### src/rtl/tl_ad_channel_buffer.sv
// Registered A/D channel buffer for one TileLink master port: two independent circular FIFOs.
// Optional flow-through-when-empty mode is enabled by defining TL_AD_BUFFER_FLOW_EN.

module tl_ad_fifo #(
  parameter int unsigned DEPTH = 2,
  parameter int unsigned WIDTH = 8
) (
  input  logic             clock,
  input  logic             reset,
  input  logic             in_valid,
  output logic             in_ready,
  input  logic [WIDTH-1:0] in_bits,
  output logic             out_valid,
  input  logic             out_ready,
  output logic [WIDTH-1:0] out_bits,
  output logic [3:0]       occupancy
);
  localparam int unsigned PTR_W = $clog2(DEPTH);
  localparam logic [3:0] FULL_COUNT = 4'(DEPTH);

  logic [WIDTH-1:0] storage [DEPTH];
  logic [PTR_W-1:0] enq_ptr;
  logic [PTR_W-1:0] deq_ptr;
  logic [3:0]       count;
  logic             empty;
  logic             enq;
  logic             deq;

  assign empty     = (count == 4'd0);
  assign in_ready  = (count != FULL_COUNT) & ~reset;
  assign occupancy = count;

`ifdef TL_AD_BUFFER_FLOW_EN
  // An empty queue forwards the incoming beat; it is only stored if not taken this cycle.
  logic bypass;
  assign bypass    = empty & in_valid & out_ready;
  assign out_valid = (~empty | in_valid) & ~reset;
  assign out_bits  = empty ? in_bits : storage[deq_ptr];
  assign enq       = in_valid & in_ready & ~bypass;
  assign deq       = ~empty & out_ready;
`else
  assign out_valid = ~empty;
  assign out_bits  = storage[deq_ptr];
  assign enq       = in_valid & in_ready;
  assign deq       = out_valid & out_ready;
`endif

  // Pointer and occupancy state
  always_ff @(posedge clock) begin
    if (reset) begin
      enq_ptr <= '0;
      deq_ptr <= '0;
      count   <= '0;
    end else begin
      if (enq) enq_ptr <= enq_ptr + PTR_W'(1);
      if (deq) deq_ptr <= deq_ptr + PTR_W'(1);
      if (enq && !deq)      count <= count + 4'd1;
      else if (deq && !enq) count <= count - 4'd1;
    end
  end

  // Payload storage is deliberately left unreset
  always_ff @(posedge clock) begin
    if (enq) storage[enq_ptr] <= in_bits;
  end
endmodule

module tl_ad_channel_buffer #(
  parameter int unsigned A_DEPTH = 2,
  parameter int unsigned D_DEPTH = 2
) (
  input  logic         clock,
  input  logic         reset,
  input  logic         a_in_valid,
  output logic         a_in_ready,
  input  logic [118:0] a_in_bits,
  output logic         a_out_valid,
  input  logic         a_out_ready,
  output logic [118:0] a_out_bits,
  input  logic         d_in_valid,
  output logic         d_in_ready,
  input  logic [78:0]  d_in_bits,
  output logic         d_out_valid,
  input  logic         d_out_ready,
  output logic [78:0]  d_out_bits,
  output logic [3:0]   a_occupancy,
  output logic [3:0]   d_occupancy
);
  localparam int unsigned A_W = 119;
  localparam int unsigned D_W = 79;

  tl_ad_fifo #(.DEPTH(A_DEPTH), .WIDTH(A_W)) u_a_fifo (
    .clock     (clock),
    .reset     (reset),
    .in_valid  (a_in_valid),
    .in_ready  (a_in_ready),
    .in_bits   (a_in_bits),
    .out_valid (a_out_valid),
    .out_ready (a_out_ready),
    .out_bits  (a_out_bits),
    .occupancy (a_occupancy)
  );

  tl_ad_fifo #(.DEPTH(D_DEPTH), .WIDTH(D_W)) u_d_fifo (
    .clock     (clock),
    .reset     (reset),
    .in_valid  (d_in_valid),
    .in_ready  (d_in_ready),
    .in_bits   (d_in_bits),
    .out_valid (d_out_valid),
    .out_ready (d_out_ready),
    .out_bits  (d_out_bits),
    .occupancy (d_occupancy)
  );
endmodule

### config.mk
export PLATFORM = sky130hd
export DESIGN_NAME = tl_ad_channel_buffer
export DESIGN_NICKNAME = d
export VERILOG_FILES = /design/src/rtl/tl_ad_channel_buffer.sv
export SDC_FILE = /design/constraint.sdc
export NUM_CORES = 1
export LEC_CHECK = 0
export ABC_CLOCK_PERIOD_IN_PS = 12060
export CAP_MARGIN = 5
export CELL_PAD_IN_SITES_DETAIL_PLACEMENT = 1
export CELL_PAD_IN_SITES_GLOBAL_PLACEMENT = 2
export CORE_AREA = 2 2 211 213
export CTS_BUF_LIST = sky130_fd_sc_hd__clkbuf_8
export CTS_CLUSTER_SIZE = 24
export DETAILED_ROUTE_END_ITERATION = 6
export DIE_AREA = 0 0 213 215
export GPL_ROUTABILITY_DRIVEN = 0
export PLACE_DENSITY = 0.85
export SLEW_MARGIN = 10
export SYNTH_ARGS = -nofsm -noshare
export SYNTH_HDL_FRONTEND = slang
export SYNTH_HIERARCHICAL = 1
export SYNTH_SLANG_ARGS = --single-unit
### constraint.sdc
create_clock -name clock -period 12.06 [get_ports clock]
set_input_delay 2.412 -clock clock [delete_from_list [all_inputs] [get_ports clock]]
set_output_delay 2.412 -clock clock [all_outputs]
set_load 0.05 [all_outputs]
# ---- Word-level counts from Yosys, hierarchy flattened
# Memory sizes are Yosys's and may differ from the RTL's. A register that Yosys moved wholly into a read port is not among the register bits.
# Index checks and enable logic that the tools add are counted.
dict set report totals {
  ff_bits 12
  inputBits 204
  wordCells 51
  memories 2
  ram_bits 396
  output_inout_bits 210
}
# name words word_bits rd rd_ports_with_merged_regs wr line_no
set mem_list {}
lappend mem_list {u_a_fifo.storage 2 119 1 1 1 21} ;# logic [WIDTH-1:0] storage [DEPTH];
lappend mem_list {u_d_fifo.storage 2 79 1 1 1 21}
dict set report classes {
  bitwise_logic 9
  reduce_logical 12
  add_sub_neg 8
  muxes 12
  eq_ne 2
}
# cell count
set ops {}
lappend ops {{$mux 4} 4}
lappend ops {{$add 4x1->4 const B} 2}
lappend ops {{$logic_not 4->1} 2}
lappend ops {{$mux 1} 8}
lappend ops {{$ne 4x2->1 const B} 2}
lappend ops {{$sub 4x1->4 const B} 2}
lappend ops {{$and 1x1->1} 6}
lappend ops {{$add 1x1->1 const B} 4}
lappend ops {{$logic_and 1x1->1} 4}
lappend ops {{$logic_not 1->1} 4}
lappend ops {{$reduce_bool 2->1} 2}
lappend ops {{$not 1->1} 3}

# ---- Depth between registers and ports, before layout
dict set report logic_depth {
  depth_word 7
  mapped_depth 9
  ltp_nobuf 9
}

# ---- Cells and area by module
# Netlist, hierarchy kept.
# mod cells_each seq_area_each_um2 instances area_each_um2
set by_module_without_submodules {}
lappend by_module_without_submodules {{tl_ad_fifo at u_a_fifo} 413 7287.0 1 8953.6}
lappend by_module_without_submodules {{tl_ad_fifo at u_d_fifo} 289 4884.7 1 6084.6}

# ---- Least setup slack after synthesis
# OpenSTA, ideal clock, no wires.
dict set report synth_path {
  kind {input to register}
  start {input port reset}
  end {memory u_a_fifo/storage[0][0] (netlist name), enable pin}
  arrival_time_ns 8.157
  path_buffers 1
  path_stages 3
  path_slack_ns 3.290
  t_required_ns 11.447
  setup_ns 0.613
  cell_sequence {clkbuf_1 > a211oi_2 > nor2b_1}
}
dict set report synth_via {
  elab_chain_cells 5
}
# element line_no
set synth_rtl {}
lappend synth_rtl {{from (decl)} 73} ;# input logic reset,
lappend synth_rtl {{$not 1->1} 30} ;# assign in_ready = (count != FULL_COUNT) & ~reset;
lappend synth_rtl {{$and 1x1->1} 30}
lappend synth_rtl {{$and 1x1->1} 44} ;# assign enq = in_valid & in_ready;
lappend synth_rtl {{net u_a_fifo.enq} 26} ;# logic enq;
lappend synth_rtl {{$mux 1} 64} ;# if (enq) storage[enq_ptr] <= in_bits;
lappend synth_rtl {{$mux 1 (not written as such)} 64}
lappend synth_rtl {{to (decl)} 21}
# The timed path passes the listed nets, and every way through them passes these cells.

# ---- Worst setup path after layout
dict set report layout_path {
  start {input port reset}
  end {output port a_in_ready}
}
dict set report layout_via {
  elab_chain_cells 2
}
# element line_no
set layout_rtl {}
lappend layout_rtl {{$not 1->1} 30}
lappend layout_rtl {{$and 1x1->1} 30}
lappend layout_rtl {{to (decl)} 75} ;# output logic a_in_ready,
# No other way between the ends.

==> reports/metrics.yaml <==
sta:
  fin_crit_sh: 0.562
  max-slew-margin-rel: 0.308
  finalSetupViolCount: 0
  worst_slew_pin_slew_ns: 1.04
  max_clock_freq_mhz: 148
  final.min_clock_period_ns: 6.78
  skew_ns: 0.0254
  timing.setup.tns_ns: 0
  fin_ws_ns: 5.28
  hold_viol: 0
  rsz0062_at_grt: "false"
  finalMaxSlewViolations: 0
pwr:
  irDropWorstVdd_mv: 0.138
  power_switching_mw: 1.81
  p_total_mw: 4.75
  clockPowerShare: 0.235
  power.internal_mw: 2.94
  seqPwrFrac: 0.376
  p_comb_frac: 0.388
  switching_share: 0.381
  leakagePower_nw: 7.09
  power_per_cell_area_nw_per_um2: 225
floorplanning:
  initial_core_util: 0.345
  io_pins: 414
  die_height_um: 215
  die_area_um2: 45800
  die_w_um: 213
  rows: 77
  core_um2: 43600
cells_and_area:
  synthToLayoutAreaGrowth_pct: 40.5
  drive_gt1_frac: 0.251
  fin_nets: 1381
  fillers: 4154
  mostFrequentLayoutCell: "clkdlybuf4s50_1"
  final_cell_mix: "clkdlybuf4s50_1, edfxtp_1, mux2_2"
critical_path:
  crit_chain: "clkdlybuf4s50_1 > a21oi_1 > clkdlybuf4s50_1"
  crit_arrival_ns: 4.37
  critPathMaxStageDelay_ns: 0.85
  path_common_cell: "clkdlybuf4s50_1"
  crit_type: "primary input to output port"
  path_delay_family: "buffers and inverters"
  cp_max_fo: 20
  crit_path_top_delay_cell: "clkdlybuf4s50_1"
  critPathCaptureType: "output port"
  startpoint_type: "primary input"
  critPathRequiredTime_ns: 9.65
  worst-path-buf-inv: 2
routing:
  antenna_left: 0
  drc: 0
  avgRoutedWirePerCell_um: 21.0
  drt-total-wl_um: 38000
  vias_per_cell: 4.57
  drt_iter0_markers: 379
  vias: 8277
  firstDrtPassIters: 4
flow_run:
  max_cap_viol_count: 0
outcome:
  status: "finished, final reports clean"
placement:
  port_buffers: 413
  dp_slack_ns: 5.26
  dp_hpwl_um: 25500
min_path:
  hp-class: "flop to flop"
cts:
  clockBufferDepth: 3
  clk-insertion-delay-late_ns: 0.63
  cts-resized-gates: 0
  cts-root-buf: "clkbuf_8"
  clkTransAtPathRegs_ns: 0.05
  cts_tree: "done"
  cts_buffers: 71
  cts-hold-fix-buffers: 0
  cts_sinks: 410
  htreeDepth: 3
  postCtsSetupRepairBufs: 0
global_route:
  grt_pass1_vias: 9298
  grt-ovfl-total: 0
  antenna_found_initial: 11
  grt_max_degree: 72
  grt_util_all_layers: 0.165
  grt_pass1_wl_um: 56300
synthesis:
  ys_warn_count: 6
  synth_fp_nets: 914
  synth_cell_types: 25
  avgSynthCellArea_um2: 21.4
  ys_ff_latch: 410
  syn_area_um2: 15000
  synthCells: 702
  ys_seq_area_frac: 0.809
cell families (layout without fill, tap and decap cells):
group                      count (synthesis)  after routing  synth area share
AOI/OAI and AO/OA                         12             12           0.00549
xor gates and xnor gates                   8              8           0.00566
adders and majority gates                  8              8           0.00765
buffers and inverters                     30            545           0.00940
DFF                                      410            410             0.809
muxes                                    202            202             0.151
other                                      0              3                 0
and+or+nand+nor                           32             32            0.0113
stage by stage:
stage | cell area [µm²] | instances | hold WS, ns | utilization
floorplan | 15000 | 702 | 0.498 | -
global placement | 19900 | 1688 | 0.518 | 0.455
detailed placement | 19900 | 1688 | 0.530 | 0.455
CTS | 21100 | 1809 | 0.551 | 0.484
global route | 21100 | 1810 | 0.592 | 0.484
finish | 21100 | 1812 | 0.544 | 0.484
flip-flops by register name, summed over array words and instances, names as in the netlist, named ones only:
name and cells:
u_d_fifo/occupancy 4, u_a_fifo/enq_ptr 1, u_d_fifo/enq_ptr 1, u_a_fifo/storage 238, u_d_fifo/deq_ptr 1, u_d_fifo/storage 158
u_a_fifo/occupancy 4, u_a_fifo/deq_ptr 1
cells in the mapped netlist:
cell type,instances,area [µm²]
nand3_1,2,10.0
mux2_2,199,2240
buf_4,1,7.51
xnor2_1,4,35.0
a211oi_1,2,15.0
fa_1,2,40.0
a21oi_1,6,30.0
xor2_1,2,17.5
nor2b_1,4,25.0
nor2_1,18,67.6
or4_4,2,22.5
edfxtp_1,396,11900
dfxtp_1,14,280
mux2_1,1,11.3
a31oi_1,2,12.5
mux2i_1,2,20.0
ha_1,6,75.1
buf_2,20,100
nand2_4,2,22.5
clkbuf_1,5,18.8
a211oi_2,2,25.0
and2_1,2,12.5
nor3_1,2,10.0
inv_1,4,15.0
xor2_2,2,32.5
power by group through the flow:
stage / clock network [mW] / logic (mW) / registers, mW
finish: 1.12 / 1.85 / 1.79
global route: 1.22 / 1.92 / 1.80
CTS: 1.16 / 1.87 / 1.79
detailed placement: 0 / 1.85 / 1.82
global placement: 0 / 1.83 / 1.81
floorplan: 0 / 1.25 / 1.80
final timing paths:
path | start | slack [ns] | depth (start not counted) | end
worst min register to register | u_a_fifo/deq_ptr | 0.54 | 2 | u_a_fifo/deq_ptr
worst min-delay path | u_a_fifo/deq_ptr | 0.54 | 2 | u_a_fifo/deq_ptr
worst max register to register | u_a_fifo/occupancy[0] | 8.63 | 5 | u_a_fifo/storage[0][8]
worst max-delay path | reset | 5.28 | 3 | a_in_ready
routing by layer:
| layer | GRT usage | vias up | share of wire | wire length [µm] |
|---|---|---|---|---|
| met4 | 0.0508 | 18 | 0.020 | 750 |
| met2 | 0.265 | 395 | 0.47 | 18000 |
| met5 | 0 | - | 0.0031 | 118 |
| li1 | - | 3716 | - | - |
| met3 | 0.102 | 82 | 0.14 | 5360 |
| met1 | 0.179 | 4066 | 0.36 | 13800 |
area by class of cell:
| class | instances | area [µm²] | area share |
|---|---|---|---|
| Sequential cell | 410 | 12200 | 0.577 |
| Antenna cell | 3 | 7.51 | 0.000355 |
| Timing Repair Buffer | 420 | 4190 | 0.198 |
| Tap cell | 592 | 741 | 0.0351 |
| Multi-Input combinational cell | 262 | 2750 | 0.130 |
| Inverter | 4 | 15.0 | 0.000711 |
| Clock buffer | 72 | 991 | 0.0469 |
| Clock inverter | 49 | 256 | 0.0121 |
tightest hold or removal path, cell delays in order, from the launching register on:
cell	delay [ns]
dfxtp_1	0.35
xor2_2	0.08
nor2_1	0.07
(Power assumes the default switching activity.)
